<file path="src/rtl/audio_player.sv">
// audio_player: streams a contiguous range of samples from a word-addressed
// memory to a codec. One read is in flight at a time. Each codec request
// either takes the held sample or, on underrun or pause, gets silence.
//
// state   | meaning
// --------+-----------------------------------------------------------
// IDLE    | waiting for play_start; range checked and latched here
// FETCH   | issue one read strobe for the current address
// WAIT    | waiting for read data; a stop here is remembered as pending
// HOLD    | sample held; next codec request consumes it (unless paused)
// DONE    | one-cycle play_done pulse
// RELEASE | waiting for play_start to drop before re-arming
module audio_player #(
    parameter int ADDR_W = 23,
    parameter int DATA_W = 16
) (
    input  logic              i_clk,
    input  logic              i_rst,
    input  logic              play_start,
    input  logic [ADDR_W-1:0] play_select,
    input  logic [ADDR_W-1:0] play_end,
    input  logic              play_pause,
    input  logic              play_stop,
    output logic              play_done,
    output logic              o_mem_rd,
    output logic [ADDR_W-1:0] o_mem_addr,
    input  logic [DATA_W-1:0] i_mem_rdata,
    input  logic              i_mem_valid,
    input  logic              i_dac_req,
    output logic [DATA_W-1:0] o_dac_data,
    output logic              o_dac_valid
);

    typedef enum logic [2:0] {
        S_IDLE,
        S_FETCH,
        S_WAIT,
        S_HOLD,
        S_DONE,
        S_RELEASE
    } state_t;

    state_t            state;
    logic [ADDR_W-1:0] addr;
    logic [ADDR_W-1:0] end_addr;
    logic [DATA_W-1:0] sample;
    logic              pending;
    logic              abort;

    // Controller withdrawing the request is treated exactly like a stop.
    assign abort = play_stop | ~play_start;

    // Playback sequencer with all outputs registered; outputs default to
    // idle each cycle so strobes are single-cycle by construction.
    always_ff @(posedge i_clk or posedge i_rst) begin
        if (i_rst) begin
            state       <= S_IDLE;
            addr        <= '0;
            end_addr    <= '0;
            sample      <= '0;
            pending     <= 1'b0;
            play_done   <= 1'b0;
            o_mem_rd    <= 1'b0;
            o_mem_addr  <= '0;
            o_dac_data  <= '0;
            o_dac_valid <= 1'b0;
        end else begin
            play_done   <= 1'b0;
            o_mem_rd    <= 1'b0;
            o_dac_valid <= 1'b0;
            o_dac_data  <= '0;
            // Outside HOLD a codec request is an underrun: answer with silence.
            if (i_dac_req && state != S_HOLD) begin
                o_dac_valid <= 1'b1;
            end
            case (state)
                S_IDLE: begin
                    pending <= 1'b0;
                    if (play_start) begin
                        if (play_select < play_end) begin
                            addr     <= play_select;
                            end_addr <= play_end;
                            state    <= S_FETCH;
                        end else begin
                            play_done <= 1'b1;
                            state     <= S_DONE;
                        end
                    end
                end
                S_FETCH: begin
                    if (abort) begin
                        play_done <= 1'b1;
                        state     <= S_DONE;
                    end else begin
                        o_mem_rd   <= 1'b1;
                        o_mem_addr <= addr;
                        state      <= S_WAIT;
                    end
                end
                S_WAIT: begin
                    // The read cannot be cancelled, so a stop waits for the
                    // return and throws the data away.
                    if (i_mem_valid) begin
                        if (pending || abort) begin
                            pending   <= 1'b0;
                            play_done <= 1'b1;
                            state     <= S_DONE;
                        end else begin
                            sample <= i_mem_rdata;
                            addr   <= addr + ADDR_W'(1);
                            state  <= S_HOLD;
                        end
                    end else if (abort) begin
                        pending <= 1'b1;
                    end
                end
                S_HOLD: begin
                    if (abort) begin
                        // Codec still gets its strobe, but only silence.
                        o_dac_valid <= i_dac_req;
                        play_done   <= 1'b1;
                        state       <= S_DONE;
                    end else if (i_dac_req) begin
                        o_dac_valid <= 1'b1;
                        if (!play_pause) begin
                            o_dac_data <= sample;
                            if (addr == end_addr) begin
                                play_done <= 1'b1;
                                state     <= S_DONE;
                            end else begin
                                state <= S_FETCH;
                            end
                        end
                    end
                end
                S_DONE: begin
                    state <= S_RELEASE;
                end
                S_RELEASE: begin
                    if (!play_start) begin
                        state <= S_IDLE;
                    end
                end
                default: begin
                    state <= S_IDLE;
                end
            endcase
        end
    end

endmodule

</file>
<file path="config.mk">
export PLATFORM = sky130hd
export DESIGN_NAME = audio_player
export DESIGN_NICKNAME = d
export VERILOG_FILES = /design/src/rtl/audio_player.sv
export SDC_FILE = /design/constraint.sdc
export NUM_CORES = 1
export LEC_CHECK = 0
export CORE_MARGIN = 3
export CORE_UTILIZATION = 45
export CTS_BUF_LIST = sky130_fd_sc_hd__clkbuf_8
export DETAILED_ROUTE_END_ITERATION = 6
export DONT_BUFFER_PORTS = 1
export PLACE_DENSITY = 0.65
export RECOVER_POWER = 100
export SLEW_MARGIN = 30
export SYNTH_ARGS = -nofsm -noshare
export SYNTH_HDL_FRONTEND = slang
export SYNTH_SLANG_ARGS = --single-unit
</file>
<file path="constraint.sdc">
create_clock -name i_clk -period 3.9 [get_ports i_clk]
set_input_delay 0.39 -clock i_clk [delete_from_list [all_inputs] [get_ports i_clk]]
set_output_delay 0.39 -clock i_clk [all_outputs]
set_load 0.03 [all_outputs]
</file>
==> metrics.md, run 1 <==
| Metric | Value |
|---|---|
| Initial antenna violation count | 0 |
| Final WL | 14900 um |
| DRC | 0 |
| Setup TNS | 0 ns |
| CP cell instances | nor2b_1 -> nand3_1 -> a21boi_0 -> buf_4 -> nand2_1 -> o21ai_2 -> buf_4 -> mux2_1 |
| CP dominant cell by count | buf_4 |
| Die Span Y | 121 um |
| Worst-Margin Slew | 2.52 ns |
| Hold Crit Endpoint | sample[8]$_DFFE_PP0P_ |
| I/O Pins | 111 |
| Yosys cell types | 59 |
| Setup crit start kind | flop |
| Number of flops mapped to enable cells by yosys | 0 |
| Die Wd | 121 um |
| Failing checks | capacitance limit, slew limit |
| Finished Layout Cells | 734 |
| Hold_sp | i_mem_rdata[8] |
| Yosys warning total | 0 |
| Max-Cap Viols | 1 |
| Slowest stage delay, CP | 0.59 ns |
| Core Region | 12800 um^2 |
| CTS buffer count | 9 |
| Hold-fix buffers, CTS | 2 |
| Post_cts resized | 0 |
| First DRT Iteration DRCs | 296 |
| Crit path buffers/inverters | 2 |
| FF-to-FF End | addr[22]$_DFFE_PP0P_ |
| CTS root buffer | clkbuf_8 |
| CTS clock-pin slew for the worst setup and hold paths | 0.11 ns |
| R2r startpoint | state[1]$_DFFE_PP0P_ |
| Synth Register Bits | 108 |
| FFs w/ async S/R, synth | 100% |
| Die area | 14600 um^2 |
| Pin count of the biggest net entering global routing | 58 |
| Max Clock Freq | 0.337 GHz |
| Critical Path AT | 3.25 ns |
| Final Max Tran Viols | 58 |
| Cells after Synth | 570 |
| Leak | 2.73 nW |
| Postcts setup bufs | 0 |
| Slew headroom | -68.7% |
| Layout cell share with drive strength beyond 1 | 11.6% |
| First drt pass iteration count | 4 |
| Global route overflow | 0 |
| Layout fillers | 1205 |
| GRT Overall Usage | 21.2% |
| Via count of the first global-routing pass | 4411 |
| Clk sinks | 108 |
| Worst r2r path cells | 8 |
| Detailed placement HPWL | 11000 um |
| Synthesized cell area | 5930 um^2 |
| Antenna violation net count after detailed routing | 0 |
| Outcome | finished, violations left |
| Number of I/O port buffers | 0 |
| Critical path required time | 4.18 ns |
| Worst Skew | 0.0116 ns |
| Final period utilization | 76.2% |
| CTS tree | built |
| Tot Pwr | 0.00413 W |
| PwrDens | 678 nW/um^2 |
| Via Count | 4326 |
| Mapped Avg Cell Area | 10.4 um^2 |
| Diode count | 0 |
| Tmin final | 2.97 ns |
| Via density | 5.89 |
| Worst-Skew Late Latency | 0.40 ns |
| Placed cells | 717 |
| Critical path fanouts, max | 18 |
| Sequential share of the synthesized area | 45.5% |
| Wirelength per Cell | 20.4 um |
| Synth Net Count | 662 |
| RSZ-0062 raised after global routing | false |
| Initial Util | 46.5% |
| Hold Fails Final Rpt | 0 |
| Worst path slowest cell | dfrtp_1 |
| Most frequently used flop master after synthesis | dfrtp_1 |
| Clock buffer depth | 2 |
| Row Count | 41 |
| Worst-case vdd ir drop | 0.399 mV |
| Hold path depth | 2 |
| Area grow syn2layout | 2.66% |
| H-tree levels | 3 |
| Hold slack final | 0.0936 ns |
| Final GP Congestion | 0.892 |
| Final core occ | 47.7% |
| CP Class | reg -> reg |
| First-pass GRT wire length | 24000 um |
| Class of the worst hold path | in -> reg |
| Critical path endpoint category | flop |
| Final setup vio count | 0 |
| FF-to-FF setup slack | 0.93 ns |
| Fin nets | 650 |
| Top Family by Delay on Critical Path | simple AND/OR/NAND/NOR gates |
==> layout by cell type, fill, tap and decap left out, types with 4 or more instances in the layout <==
cell,synthesis,final
a221oi_2,11,4
inv_1,29,28
nor2b_1,4,4
a21oi_1,15,15
and3_1,5,5
o211ai_1,7,8
ha_1,23,23
and2_1,18,9
o211a_1,7,7
a211oi_1,6,6
a221oi_1,2,9
mux2_1,0,19
and4_1,7,7
xor2_1,16,16
dfrtp_1,108,108
clkbuf_1,19,5
nor2_1,26,25
nand4_1,9,9
nand2_1,84,85
nand3_1,9,9
o21ai_0,22,22
and2_0,1,10
xnor2_1,7,7
o22ai_1,8,8
nor4_1,4,4
nand2b_1,5,5
buf_4,1,5
mux2_2,26,26
nor3_1,8,8
a311oi_1,6,6
or3_1,4,4
clkbuf_8,0,9
==> sequential cells by signal (all words and copies together), names as in the netlist <==
| signal | count |
|---|---|
| o_mem_addr | 23 |
| o_mem_rd | 1 |
| o_dac_data | 16 |
| pending | 1 |
| addr | 23 |
| o_dac_valid | 1 |
| state | 3 |
| play_done | 1 |
| sample | 16 |
| end_addr | 23 |
==> cell usage after synthesis (all sizes together) (2+ instances only) <==
cell type	n	share of area, %
clkbuf	21	1.4
nor3	8	0.67
a221oi	13	3.1
o2bb2ai	2	0.30
a31oi	3	0.42
nor2	27	1.8
o211a	7	1.2
nor2b	4	0.42
ha	23	4.8
o31ai	2	0.25
a22oi	2	0.34
or3	4	0.42
o211ai	8	1.2
a211oi	6	0.76
nand3	9	0.76
inv	29	1.8
o21ai	23	2.0
xnor2	7	1.0
dfrtp	108	46
and3	5	0.53
o22ai	8	0.84
a21o	2	0.25
mux2	47	10
o21a	2	0.25
a21oi	15	1.3
a311oi	6	0.89
and4	7	1.0
nand2	86	5.5
xor2	16	2.4
nor4	5	0.78
nand2b	5	0.53
nand4	11	1.4
a221o	3	0.51
buf	16	1.8
a211o	3	0.44
and2	19	2.0
==> report_power, final <==
group	total [W]	internal (W)	switching [W]
Combinational	0.00127	0.000614	0.000654
Sequential	0.00222	0.00150	0.000720
Clock	0.000641	0.000236	0.000405
==> how the worst max path moves through the flow <==
stage                     depth (start not counted)  slack, ns                   end            startpoint
after global routing                              8       0.62  addr[22]$_DFFE_PP0P_  state[1]$_DFFE_PP0P_
final                                             8       0.93  addr[22]$_DFFE_PP0P_  state[1]$_DFFE_PP0P_
after global placement                            9       1.04  addr[22]$_DFFE_PP0P_          play_end[18]
after CTS                                         8       1.17  addr[22]$_DFFE_PP0P_  state[1]$_DFFE_PP0P_
after floorplan                                   1       0.66   addr[0]$_DFFE_PP0P_                 i_rst
after detailed placement                          9       0.96  addr[22]$_DFFE_PP0P_          play_end[18]
==> worst reg2reg max path, stage by stage (launching register included) <==
cell and delay, ns:
dfrtp_1 0.59, nor2b_1 0.21, nand3_1 0.21, a21boi_0 0.22, buf_4 0.22, nand2_1 0.42
o21ai_2 0.31, buf_4 0.32, mux2_1 0.36
==> per-stage QoR <==
stage / setup slack (ns) / instance area, um^2
floorplan: 0.664 / 5930
global placement: 1.04 / 6060
detailed placement: 0.964 / 6060
CTS: 1.17 / 6250
global route: 0.622 / 6090
finish: 0.929 / 6090
==> kinds of logic after synthesis <==
kind of cell / synth area share, %
AOI/OAI and AO/OA: 14.7
xor gates and xnor gates: 3.39
DFF: 45.5
adders and majority gates: 4.85
and+or+nand+nor: 16.3
muxes: 10.2
buffers and inverters: 5.00
==> area by class of cell <==
cell class                      instances  area, um^2  area share [%]
Multi-Input combinational cell        396        2810            46.1
Sequential cell                       108        2700            44.4
Tap cell                              172         215            3.53
Clock buffer                            9         124            2.03
Inverter                               29         110            1.81
Timing Repair Buffer                   14        86.3            1.42
Clock inverter                          6        47.5           0.780
==> layer usage <==
layer	global-route usage (%)	part of all wire [%]
met5	0	0
met4	9.84	3.8
met3	5.61	8.6
met2	33.2	47
met1	27.4	41
(Power assumes the default switching activity.)
==> inputs of run 2 (changes only) <==
==> constraint.sdc (replaced) <==
create_clock -name i_clk -period 2.9 [get_ports i_clk]
set_input_delay 0.29 -clock i_clk [delete_from_list [all_inputs] [get_ports i_clk]]
set_output_delay 0.29 -clock i_clk [all_outputs]
set_load 0.03 [all_outputs]
==> run 2 against run 1 <==
Compared with the run above:
- the flow now finishes without violations
- worst hold slack worse by 0.084 ns
- first-iteration DRC count is 20% lower
- clock-buffer cell count stayed put
- sequential share of layout area is 2.1 points lower
- routed wire length is 2.6% higher
- die area stayed put
- cell area is 4.9% higher
- utilization is 2.3 points higher
- critical endpoint is now end_addr[12]$_DFFE_PP0P_
==> metrics.md, run 2 (synthesis gave the netlist of run 1 again) <==
| Metric | Value |
|---|---|
| Most common cell after layout, fill and taps aside | dfrtp_1 (unchanged) |
| Global route overflow | 0 (unchanged) |
| Worst r2r path cells | 4 (was 8) |
| Hold slack final | 0.00929 ns (was 0.0936 ns) |
| Worst path slowest cell | nor4_1 (was dfrtp_1) |
| Layout cell share with drive strength beyond 1 | 13.0% (was 11.6%) |
| Most frequent cells in the layout | dfrtp_1 (108), nand2_1 (85), inv_1 (28) (unchanged) |
| Clk sinks | 108 (unchanged) |
| Clock buffer depth | 2 (unchanged) |
| First drt pass iteration count | 5 (was 4) |
| Hold path depth | 1 (was 2) |
| Slowest stage delay, CP | 0.66 ns (was 0.59 ns) |
| Class of the worst hold path | in -> reg (unchanged) |
| Tmin final | 2.60 ns |
| Final Max Tran Viols | 0 (was 58) |
| I/O Pins | 111 (unchanged) |
| Core Region | 12800 um^2 (unchanged) |
| CTS clock-pin slew for the worst setup and hold paths | 0.12 ns (was 0.11 ns) |
| Row Count | 41 (unchanged) |
| Critical path required time | 3.19 ns (was 4.18 ns) |
| Die Wd | 121 um (unchanged) |
| Diode count | 0 (unchanged) |
| Pin count of the biggest net entering global routing | 56 (was 58) |
| Detailed placement HPWL | 11300 um (was 11000 um) |
| FF-to-FF setup slack | 0.37 ns (was 0.93 ns) |
| Max Clock Freq | 0.384 GHz |
| Final WL | 15300 um (was 14900 um) |
| Worst setup margin | 0.298 ns (was 0.929 ns) |
| Worst Skew | 0.0162 ns (was 0.0116 ns) |
| Critical Path AT | 2.89 ns (was 3.25 ns) |
| FF-to-FF End | o_mem_addr[8]$_DFFE_PP0P_ (was addr[22]$_DFFE_PP0P_) |
| Area grow syn2layout | 7.70% (was 2.66%) |
| Initial Util | 46.5% (unchanged) |
| Outcome | finished clean (was finished, violations left) |
| Slew headroom | 16.8% (was -68.7%) |
| Critical path fanouts, max | 9 (was 18) |
| Fin area | 6390 um^2 (was 6090 um^2) |
| Wirelength per Cell | 20.1 um (was 20.4 um) |
| CP Class | in -> reg (was reg -> reg) |
| Worst-case vdd ir drop | 0.550 mV (was 0.399 mV) |
| End point of the critical path | end_addr[12]$_DFFE_PP0P_ (was addr[22]$_DFFE_PP0P_) |
| GRT Overall Usage | 22.0% (was 21.2%) |
| PwrDens | 898 nW/um^2 (was 678 nW/um^2) |
| Via count of the first global-routing pass | 4556 (was 4411) |
| Worst-Skew Late Latency | 0.41 ns (was 0.40 ns) |
| CTS root buffer | clkbuf_8 (unchanged) |
| DRC | 0 (unchanged) |
| Max-Cap Viols | 0 (was 1) |
| Antenna violation net count after detailed routing | 0 (unchanged) |
| Setup crit start kind | input port (was flop) |
| Die area | 14600 um^2 (unchanged) |
| CTS tree | built (unchanged) |
| Levels on crit path | 9 (was 8) |
| H-tree levels | 3 (unchanged) |
| Worst-Margin Slew | 1.24 ns (was 2.52 ns) |
| Critical path endpoint category | flop (unchanged) |
| Top Family by Delay on Critical Path | simple AND/OR/NAND/NOR gates (unchanged) |
| CP startpoint | play_end[18] (was state[1]$_DFFE_PP0P_) |
| Number of I/O port buffers | 0 (unchanged) |
| Final setup vio count | 0 (unchanged) |
| Final GP Congestion | 0.867 (was 0.892) |
| Post_cts resized | 0 (unchanged) |
| CTS buffer count | 9 (unchanged) |
| CP cell instances | inv_1 -> ha_1 -> nand4_1 -> nor4_1 -> nand4_2 -> o211ai_4 -> nor2_1 -> clkbuf_1 -> mux2_1 (was nor2b_1 -> nand3_1 -> a21boi_0 -> buf_4 -> nand2_1 -> o21ai_2 -> buf_4 -> mux2_1) |
| Postcts setup bufs | 0 (unchanged) |
| First-pass GRT wire length | 24700 um (was 24000 um) |
| Area after DPL | 6150 um^2 (was 6060 um^2) |
| Initial antenna violation count | 0 (unchanged) |
| Leak | 2.89 nW (was 2.73 nW) |
| Die Span Y | 121 um (unchanged) |
| Final period utilization | 89.7% |
| First DRT Iteration DRCs | 238 (was 296) |
| Setup TNS | 0 ns (unchanged) |
| RSZ-0062 raised after global routing | false (unchanged) |
| Fin nets | 678 (was 650) |
| Largest regs | addr x23, end_addr x23, o_mem_addr x23 (unchanged) |
| Hold Fails Final Rpt | 0 (unchanged) |
| Via Count | 4392 (was 4326) |
| Pre-CTS WS | 0.217 ns (was 0.964 ns) |
| R2r startpoint | state[0]$_DFFE_PP0P_ (was state[1]$_DFFE_PP0P_) |
| Crit path buffers/inverters | 2 (unchanged) |
| Via density | 5.76 (was 5.89) |
[run 2: cell types whose count changed in the layout (fill, tap and decap cells not counted), moves of 2 or more]
cell / delta
a221oi_1: +3
clkbuf_1: -2
clkinv_8: +2
a221oi_2: -3
mux2_4: +4
buf_4: +8
dlygate4sd3_1: +20
mux2_1: -4
[run 2: worst min-delay path by stage]
stage,from,endpoint,slack (ns)
global placement,i_rst,o_mem_addr[19]$_DFFE_PP0P_,0.27
CTS,play_end[10],end_addr[10]$_DFFE_PP0P_,0.0004
floorplan,i_dac_req,o_dac_valid$_DFF_PP0_,0.39
finish,play_end[2],end_addr[2]$_DFFE_PP0P_,0.009
global route,play_end[2],end_addr[2]$_DFFE_PP0P_,-0.007
detailed placement,i_rst,o_mem_addr[14]$_DFFE_PP0P_,0.26
[run 2: worst register-to-register path, delay by kind of cell (launching register included)]
family,cells,cell delay (ns)
buffers and inverters,2,0.65
DFF,1,0.59
muxes,1,0.39
and+or+nand+nor,1,0.78
[run 2: final cells by class]
type | count | area [um^2]
clock inverters | 7 | 78.8
well taps | 172 | 215
flip-flops and latches | 108 | 2700
multi-input cells | 396 | 2800
inverters | 29 | 110
clock buffers | 9 | 124
repair buffers | 42 | 364
fillers | 1192 | 6380
[run 2: report_power, final]
group	switching, W	total [W]	internal [W]
Combinational	0.000903	0.00180	0.000898
Clock	0.000618	0.000962	0.000344
Sequential	0.000964	0.00298	0.00201
Total	0.00249	0.00574	0.00326
[run 2: metrics by stage]
| stage | utilization, % | cells | total power, W |
|---|---|---|---|
| floorplan | - | 570 | 0.00442 |
| global placement | 48.1 | 725 | 0.00491 |
| detailed placement | 48.1 | 725 | 0.00499 |
| CTS | 51.4 | 763 | 0.00598 |
| global route | 50.0 | 763 | 0.00610 |
| finish | 50.0 | 763 | 0.00574 |
[run 2: timing repair]
item	CTS	global route
hold endpoints to repair	45	0
hold buffers	22	0
endpoints found under the setup margin	0	0
[run 2: layer usage]
| layer | up-vias | wire (um) | global-route usage (%) |
|---|---|---|---|
| li1 | 2046 | - | - |
| met1 | 2162 | 6470 | 28.4 |
| met2 | 160 | 7320 | 35.4 |
| met3 | 24 | 1170 | 5.94 |
| met4 | 0 | 386 | 8.29 |
| met5 | - | 0 | 0 |
==> inputs of run 3 (changes only) <==
--- a/config.mk
+++ b/config.mk
@@ -7,7 +7,6 @@
 export LEC_CHECK = 0
 export CORE_MARGIN = 3
 export CORE_UTILIZATION = 45
-export CTS_BUF_LIST = sky130_fd_sc_hd__clkbuf_8
 export DETAILED_ROUTE_END_ITERATION = 6
 export DONT_BUFFER_PORTS = 1
 export PLACE_DENSITY = 0.65
==> run 3 against run 2 <==
Compared with the run above:
- non-clock buffer count down 20
- combinational power about the same
- die area unchanged
- largest cell class unchanged
- largest power group unchanged
==> metrics.md, run 3 (synthesis gave the netlist of run 1 again) <==
| Metric | Value |
|---|---|
| CTS tree | built (unchanged) |
| Max Clock Freq | 0.388 GHz (was 0.384 GHz) |
| Antenna violation net count after detailed routing | 0 (unchanged) |
| Area grow syn2layout | 6.07% (was 7.70%) |
| End point of the critical path | state[0]$_DFFE_PP0P_ (was end_addr[12]$_DFFE_PP0P_) |
| GRT Overall Usage | 21.7% (was 22.0%) |
| FF-to-FF setup slack | 0.39 ns (was 0.37 ns) |
| Slew headroom | 16.9% (was 16.8%) |
| Tot Pwr | 0.00602 W (was 0.00574 W) |
| Setup crit start kind | input port (unchanged) |
| Via Count | 4319 (was 4392) |
| Row Count | 41 (unchanged) |
| DRC | 0 (unchanged) |
| Initial antenna violation count | 0 (unchanged) |
| First-pass GRT wire length | 24600 um (was 24700 um) |
| Max-Cap Viols | 0 (unchanged) |
| Critical Path AT | 2.83 ns (was 2.89 ns) |
| Clock buffer depth | 2 (unchanged) |
| Hold-fix buffers, CTS | 2 (was 22) |
| Initial Util | 46.5% (unchanged) |
| Tmin final | 2.58 ns (was 2.60 ns) |
| Hold Fails Final Rpt | 0 (unchanged) |
| Worst Skew | 0.0107 ns (was 0.0162 ns) |
| Worst r2r path cells | 4 (unchanged) |
| Area of the multi-input gates | 2790 um^2 (was 2800 um^2) |
| Most frequent cells in the layout | dfrtp_1 (108), nand2_1 (85), inv_1 (28) (unchanged) |
| Setup TNS | 0 ns (unchanged) |
| Postcts setup bufs | 0 (unchanged) |
| First drt pass iteration count | 6 (was 5) |
| Critical path fanouts, max | 8 (was 9) |
| First DRT Iteration DRCs | 229 (was 238) |
| CTS root buffer | clkbuf_16 (was clkbuf_8) |
| Critical path endpoint category | flop (unchanged) |
| FF-to-FF End | o_mem_addr[8]$_DFFE_PP0P_ (unchanged) |
| H-tree levels | 3 (unchanged) |
| Register area | 2700 um^2 (unchanged) |
| Post_cts resized | 0 (unchanged) |
| Diode count | 0 (unchanged) |
| Core Region | 12800 um^2 (unchanged) |
| Layout cell share with drive strength beyond 1 | 13.8% (was 13.0%) |
| Die area | 14600 um^2 (unchanged) |
| Outcome | finished clean (unchanged) |
| Via count of the first global-routing pass | 4543 (was 4556) |
| I/O Pins | 111 (unchanged) |
| CTS buffer count | 9 (unchanged) |
| Clk sinks | 108 (unchanged) |
| Pin count of the biggest net entering global routing | 56 (unchanged) |
| Number of I/O port buffers | 0 (unchanged) |
| Detailed placement HPWL | 11300 um (unchanged) |
| Final GP Congestion | 0.867 (unchanged) |
| CP Class | in -> reg (unchanged) |
| Hold path depth | 2 (was 1) |
| Wirelength per Cell | 20.3 um (was 20.1 um) |
| CP startpoint | play_end[18] (unchanged) |
| Layout fillers | 1198 (was 1192) |
| R2r startpoint | state[0]$_DFFE_PP0P_ (unchanged) |
| Class of the worst hold path | in -> reg (unchanged) |
| CTS clock-pin slew for the worst setup and hold paths | 0.08 ns (was 0.12 ns) |
| Leak | 2.87 nW (was 2.89 nW) |
| Global route overflow | 0 (unchanged) |
| Die Span Y | 121 um (unchanged) |
| Die Wd | 121 um (unchanged) |
| Final period utilization | 89.0% (was 89.7%) |
| Final Max Tran Viols | 0 (unchanged) |
| Via density | 5.81 (was 5.76) |
| Critical path required time | 3.15 ns (was 3.19 ns) |
| Final setup vio count | 0 (unchanged) |
| Largest regs | addr x23, end_addr x23, o_mem_addr x23 (unchanged) |
| Worst-Skew Late Latency | 0.37 ns (was 0.41 ns) |
| RSZ-0062 raised after global routing | false (unchanged) |
| PwrDens | 956 nW/um^2 (was 898 nW/um^2) |
| Worst-case vdd ir drop | 0.469 mV (was 0.550 mV) |
| Most common cell after layout, fill and taps aside | dfrtp_1 (unchanged) |
| Fin nets | 658 (was 678) |
| Final WL | 15100 um (was 15300 um) |
| Hold slack final | 0.0333 ns (was 0.00929 ns) |
| Worst-Margin Slew | 1.24 ns (about the same) |
[run 3: cell types whose count changed in the layout (fill, tap and decap cells not counted)]
cell and change:
buf_4 +1, clkbuf_1 -3, clkbuf_16 +9, clkbuf_2 +2, clkbuf_8 -9, dlygate4sd3_1 -20
mux2_1 +1, mux2_4 -1
[run 3: worst max-delay path, stage by stage]
cell      delay, ns
inv_1          0.02
ha_1           0.30
nand4_1        0.19
nor4_1         0.66
nand4_2        0.27
o211ai_4       0.32
nor2_1         0.12
clkbuf_2       0.26
or3_1          0.41
[run 3: how the worst min path moves through the flow]
stage	start	end	slack [ns]
after floorplan	i_dac_req	o_dac_valid$_DFF_PP0_	0.39
after global placement	i_rst	o_mem_addr[19]$_DFFE_PP0P_	0.27
after detailed placement	i_rst	o_mem_addr[14]$_DFFE_PP0P_	0.26
after CTS	i_mem_rdata[0]	sample[0]$_DFFE_PP0P_	0.03
after global routing	i_mem_rdata[0]	sample[0]$_DFFE_PP0P_	0.03
final	i_mem_rdata[4]	sample[4]$_DFFE_PP0P_	0.03
[run 3: layer usage]
metal | global-route usage, % | vias to the layer above | wire (um)
met5 | 0 | - | 0
met4 | 8.85 | 0 | 399
met3 | 5.99 | 24 | 1140
met2 | 34.9 | 160 | 7320
met1 | 27.8 | 2123 | 6260
li1 | - | 2012 | -
[run 3: report_power, final]
group / internal [W] / switching, W
clock: 0.000616 / 0.000644
combinational: 0.000876 / 0.000900
sequential: 0.00202 / 0.000964
total: 0.00351 / 0.00251
[run 3: final cells by class]
class	instances	area share, %
inverter	29	1.75
clock inverter	7	1.25
timing repair buffer	22	2.70
multi-input combinational	396	44.4
clock buffer	9	3.58
tap	172	3.42
sequential	108	42.9
[run 3: per-stage QoR]
stage	worst slack, ns	utilization (%)	instances	cell area, um^2
3_5_place_dp	0.217	48.1	725	6150
2_1_floorplan	0.620	-	570	5940
4_1_cts	0.518	50.7	743	6470
6_report	0.319	49.3	743	6290
5_1_grt	0.228	49.3	743	6290
3_3_place_gp	0.277	48.1	725	6150
